**src/rtl/fetch_queue.sv**
```systemverilog
// Instruction fetch front-end: sequential PC generation, one-cycle ROM reads,
// DEPTH-entry {pc, instr} prefetch FIFO. Optional same-cycle bypass: FETCH_QUEUE_BYPASS_EN.
module fetch_queue #(
  parameter int unsigned DEPTH    = 4,
  parameter int unsigned XLEN     = 64,
  parameter logic [XLEN-1:0] RESET_PC = '0
) (
  input  logic                     clk,
  input  logic                     rst,
  output logic                     imem_req,
  output logic [XLEN-1:0]          imem_addr,
  input  logic [31:0]              imem_rdata,
  input  logic                     redirect_valid,
  input  logic [XLEN-1:0]          redirect_pc,
  output logic                     out_valid,
  input  logic                     out_ready,
  output logic [XLEN-1:0]          out_pc,
  output logic [31:0]              out_instr,
  output logic [$clog2(DEPTH):0]   count
);

  localparam int unsigned AW = $clog2(DEPTH);
  localparam int unsigned CW = AW + 1;
  localparam int unsigned OW = CW + 1;

  logic [XLEN-1:0] fetch_pc;
  logic [XLEN-1:0] pend_pc;
  logic [XLEN-1:0] hold_pc;
  logic [31:0]     hold_instr;
  logic            inflight;
  logic [AW-1:0]   rd_ptr;
  logic [AW-1:0]   wr_ptr;
  logic [CW-1:0]   cnt;
  logic [XLEN-1:0] mem_pc    [DEPTH];
  logic [31:0]     mem_instr [DEPTH];

  logic          resp;
  logic          stored;
  logic          bypass_hit;
  logic          head_valid;
  logic          pop;
  logic          push;
  logic          fifo_pop;
  logic          issue;
  logic [OW-1:0] occupancy;

  // A response is only live when neither reset nor a redirect flushes it.
  assign resp   = inflight && !rst && !redirect_valid;
  assign stored = (cnt != '0);

`ifdef FETCH_QUEUE_BYPASS_EN
  assign bypass_hit = resp && !stored;
`else
  assign bypass_hit = 1'b0;
`endif

  assign head_valid = !rst && (stored || bypass_hit);
  assign pop        = head_valid && out_ready;
  assign push       = resp && !(bypass_hit && out_ready);
  assign fifo_pop   = pop && stored;

  // Slots already claimed (stored + in flight) minus what leaves this cycle.
  assign occupancy = OW'(cnt) + OW'(inflight) - OW'(pop);
  assign issue     = !rst && !redirect_valid && (occupancy < OW'(DEPTH));

  assign imem_req  = issue;
  assign imem_addr = fetch_pc;
  assign out_valid = head_valid;
  assign count     = cnt;

  always_comb begin
    out_pc    = hold_pc;
    out_instr = hold_instr;
    if (rst) begin
      out_pc    = '0;
      out_instr = '0;
    end else if (stored) begin
      out_pc    = mem_pc[rd_ptr];
      out_instr = mem_instr[rd_ptr];
    end else if (bypass_hit) begin
      out_pc    = pend_pc;
      out_instr = imem_rdata;
    end
  end

  always_ff @(posedge clk) begin
    if (rst) begin
      fetch_pc <= RESET_PC;
      pend_pc  <= '0;
      inflight <= 1'b0;
      rd_ptr   <= '0;
      wr_ptr   <= '0;
      cnt      <= '0;
    end else if (redirect_valid) begin
      fetch_pc <= redirect_pc & ~XLEN'(3);
      inflight <= 1'b0;
      rd_ptr   <= '0;
      wr_ptr   <= '0;
      cnt      <= '0;
    end else begin
      inflight <= issue;
      if (issue) begin
        fetch_pc <= fetch_pc + XLEN'(4);
        pend_pc  <= fetch_pc;
      end
      if (push)
        wr_ptr <= wr_ptr + AW'(1);
      if (fifo_pop)
        rd_ptr <= rd_ptr + AW'(1);
      cnt <= cnt + CW'(push) - CW'(fifo_pop);
    end
  end

  always_ff @(posedge clk) begin
    if (push) begin
      mem_pc[wr_ptr]    <= pend_pc;
      mem_instr[wr_ptr] <= imem_rdata;
    end
  end

  // Last presented head, shown again while the queue is empty.
  always_ff @(posedge clk) begin
    if (rst) begin
      hold_pc    <= '0;
      hold_instr <= '0;
    end else if (head_valid) begin
      hold_pc    <= out_pc;
      hold_instr <= out_instr;
    end
  end

endmodule

```
**config.mk**
```make
export PLATFORM = sky130hd
export DESIGN_NAME = fetch_queue
export DESIGN_NICKNAME = d
export VERILOG_FILES = /design/src/rtl/fetch_queue.sv
export SDC_FILE = /design/constraint.sdc
export NUM_CORES = 1
export LEC_CHECK = 0
export CAP_MARGIN = 30
export CORE_MARGIN = 2
export CORE_UTILIZATION = 41
export DETAILED_ROUTE_END_ITERATION = 16
export PLACE_DENSITY = 0.63
export SLEW_MARGIN = 20
export SYNTH_ARGS = -nofsm -noshare
export SYNTH_HDL_FRONTEND = slang
export SYNTH_SLANG_ARGS = --single-unit
```
**constraint.sdc**
```tcl
create_clock -name clk -period 6 [get_ports clk]
set_input_delay 0.6 -clock clk [delete_from_list [all_inputs] [get_ports clk]]
set_output_delay 0.6 -clock clk [all_outputs]
set_load 0.02 [all_outputs]
```
==> impl_metrics.ini <==
[sta]
worst_pin_slew_ps = 964
rsz0062_at_grt = no
finalSetupTns_ps = 0
fmax_mhz = 229
finClkSkew_ps = 29.5
hold_violations = 0
fin_crit_ps = 4360
setup_viol = 0
maxSlewHeadroom_pct = 35.6
post-route-period-util_pct = 72.7
slew_violations = 0

[grt]
grt_util_all_layers_pct = 20.3
grt_pass1_vias = 15800
grt_max_degree = 113
antenna_found_initial = 0
overflow = 0
grt_pass1_wl_um = 93200

[clock_tree]
clock_path_buffers = 3
path_clk_slew_ps = 60
postCtsSetupBuffers = 0
clk_latency_ps = 600
root_buffer = clkbuf_16
cts_tree = yes
cts-buffers-inserted = 66
cts_resized = 0
ctsHtreeMaxLevel = 3
clock-sinks = 606
cts_hold_buffers = 0

[setup_path]
cp-start-kind = flip-flop
critical_path.max_stage_delay_ps = 760
slowest_stage = o21a_1
cp_cell_sequence = nor3_2 -> nor3b_1 -> ha_1 -> inv_1 -> ha_1 -> and3b_1 -> o21a_1 -> o21ai_4 -> inv_2 -> clkdlybuf4s50_1
worst-r2r-cell-count = 10
crit_top_cell = ha_1
cp.required_ps = 5400
endpoint = imem_req
cp_num_cells = 10
crit_path_end_kind = primary output
path_class = flip-flop to primary output
crit_arrival_ps = 3760
cp_top_family = compound AO/OA/AOI/OAI gates
timing.rr.start = count[2]$_SDFF_PP0_
r2r_end = imem_addr[42]$_SDFFE_PP0P_
crit_path_start = count[2]$_SDFF_PP0_
critPathMaxFanout = 18
r2r_setup_slack_ps = 2050
critPathBufInv = 3

[worst_hold_path]
hold_class = flip-flop to flip-flop

[drt]
wirelength_um = 61100
via_count = 15900
drc = 0
routedWlPerCell_um = 21.2
antenna_left = 0
viasPerCell = 5.52
first_pass_iters = 5
drt_iter0_drc = 1145

[final_layout]
diodes = 0
multiInputGateArea_um2 = 7390
n_fill_cell = 4951
area_delta_synth_final_pct = 23.4
drive_above_1_share_pct = 11.5
regArea_um2 = 15900
nets = 2181

[run_status]
status = finished, final reports clean

[logic_synthesis]
ys_seq_elements = 606
synth-edff-count = 376
synthCells = 1844
ys_async_sr_fraction_pct = 0
yosysWarnings = 0
ys_seq_area_share_pct = 66.7
synthesis.area_um2 = 23800
avgSynthCellArea_um2 = 12.9
synthDistinctLibCells = 58
synth_flop_cell = edfxtp_1

[floorplan]
die_w_um = 245
die_h_um = 245
num_io_pins = 265
fp.coreArea_um2 = 57600
num_rows = 88
start_util_pct = 41.4
dieArea_um2 = 60100

[placement]
place_congestion = 0.854
io_buffer_count = 260
dp.final_hpwl_um = 38100

[power]
power.density_nw_per_um2 = 310
power.leakage_nw = 9.18
peakVddDrop_uv = 189
power_mw = 9.12

[job]
timing.max_cap.violations = 0
[cell usage after synthesis, types with 5 or more instances]
cell type    n  area [um^2]
o2111ai_1    7         61.3
a2111oi_0   11         96.3
edfxtp_1   376        11300
inv_1       29          109
nand3_1     22          110
and3_1      12         75.1
o31ai_1     14          105
o31a_1       8         70.1
nor3b_1      7         52.6
a21oi_1    261         1310
o311ai_0     5         43.8
o21ai_0     13         65.1
and4_1       8         70.1
nand4_1     14         87.6
or4_1       30          225
a311oi_1    20          175
dfxtp_1    230         4600
clkbuf_1    99          372
ha_1        10          125
o21a_1       5         37.5
xor2_1       9         78.8
mux4_2      94         2120
or3_1       13         81.3
a31oi_1      6         37.5
nor4_1       7         43.8
xnor2_1     20          175
a211oi_1    23          173
nor2_1      61          229
nand2_1    351         1320
buf_1       27          101
nor3_1       7         35.0
and2_1       9         56.3
[worst register-to-register path, delay by kind of cell, from the launching register on]
kind	cells	cell delay (ps)
flip-flops	1	500
buffers and inverters	1	40
adder cells (fa/ha/maj)	2	430
AND/OR/NAND/NOR	4	1220
AO/OA/AOI/OAI	3	1650
[power by group]
| group | switching [mW] | internal (mW) |
|---|---|---|
| clock | 1.67 | 2.41 |
| sequential | 0.0965 | 4.48 |
| combinational | 0.262 | 0.203 |
[final cells by class]
type | instances | share of cell area [%]
Clock buffer | 86 | 6.28
Clock inverter | 34 | 1.23
Inverter | 29 | 0.370
Multi-Input combinational cell | 1079 | 25.1
Sequential cell | 606 | 54.1
Tap cell | 765 | 3.25
Timing Repair Buffer | 288 | 9.69
[layout by cell type (no fill, tap or decap), types with 10 or more instances in the layout]
| cell type | instances |
|---|---|
| edfxtp_1 | 376 |
| o21ai_0 | 11 |
| nor2_1 | 60 |
| ha_1 | 10 |
| buf_4 | 26 |
| clkbuf_8 | 10 |
| or4_1 | 30 |
| xnor2_1 | 20 |
| a311oi_1 | 20 |
| o31ai_1 | 14 |
| nand4_1 | 14 |
| a2111oi_0 | 11 |
| clkbuf_16 | 67 |
| or3_1 | 12 |
| a211oi_1 | 23 |
| inv_1 | 27 |
| nand2_1 | 351 |
| clkdlybuf4s50_1 | 259 |
| mux4_2 | 94 |
| dfxtp_1 | 228 |
| a21oi_1 | 261 |
| nand3_1 | 22 |
[sequential cells by signal, summed over array words and instances (netlist names), named ones only]
register    flops
count           3
hold_instr     32
hold_pc        64
imem_addr      62
inflight        1
mem_instr     128
mem_pc        248
pend_pc        62
rd_ptr          2
wr_ptr          2
[through the flow]
step | util (%) | cell area, um^2 | hold slack [ps] | worst slack [ps] | cells
2_1_floorplan | - | 23800 | 440 | 1890 | 1845
3_3_place_gp | 47.2 | 27200 | 446 | 1630 | 2765
3_5_place_dp | 47.2 | 27200 | 453 | 1610 | 2766
4_1_cts | 51.0 | 29400 | 461 | 1590 | 2886
5_1_grt | 51.1 | 29400 | 479 | 1440 | 2887
6_report | 51.1 | 29400 | 458 | 1640 | 2887
[worst min-delay path by stage]
| stage | start | end | slack [ps] | cells past startpoint |
|---|---|---|---|---|
| 2_1_floorplan | hold_instr[0]$_SDFFE_PP0N_ | hold_instr[0]$_SDFFE_PP0N_ | 440 | 2 |
| 3_3_place_gp | hold_instr[29]$_SDFFE_PP0N_ | hold_instr[29]$_SDFFE_PP0N_ | 450 | 2 |
| 3_5_place_dp | hold_pc[35]$_SDFFE_PP0N_ | hold_pc[35]$_SDFFE_PP0N_ | 450 | 2 |
| 4_1_cts | hold_pc[62]$_SDFFE_PP0N_ | hold_pc[62]$_SDFFE_PP0N_ | 460 | 2 |
| 5_1_grt | hold_pc[32]$_SDFFE_PP0N_ | hold_pc[32]$_SDFFE_PP0N_ | 480 | 2 |
| 6_report | hold_instr[16]$_SDFFE_PP0N_ | hold_instr[16]$_SDFFE_PP0N_ | 460 | 2 |
[kinds of logic (layout without fill, tap and decap cells)]
family          after synthesis  count (layout)  synth area share [%]
fa+ha+maj                    11              11                 0.609
buf+inv                     160             437                  2.59
simple gates                555             555                  10.5
flops                       606             606                  66.7
xor+xnor                     29              29                  1.07
other cells                   1               2                0.0157
mux                          95              95                  8.92
compound gates              387             387                  9.61
[metal layers]
metal	routed length [um]	part of all wire (%)	track usage [%]	vias up
li1	-	-	-	7374
met5	0	0	0	-
met3	4190	6.9	3.73	104
met1	26600	44	27.7	7902
met4	1400	2.3	6.55	0
met2	28900	47	32.9	550
Power figures use the tool's default switching activity.
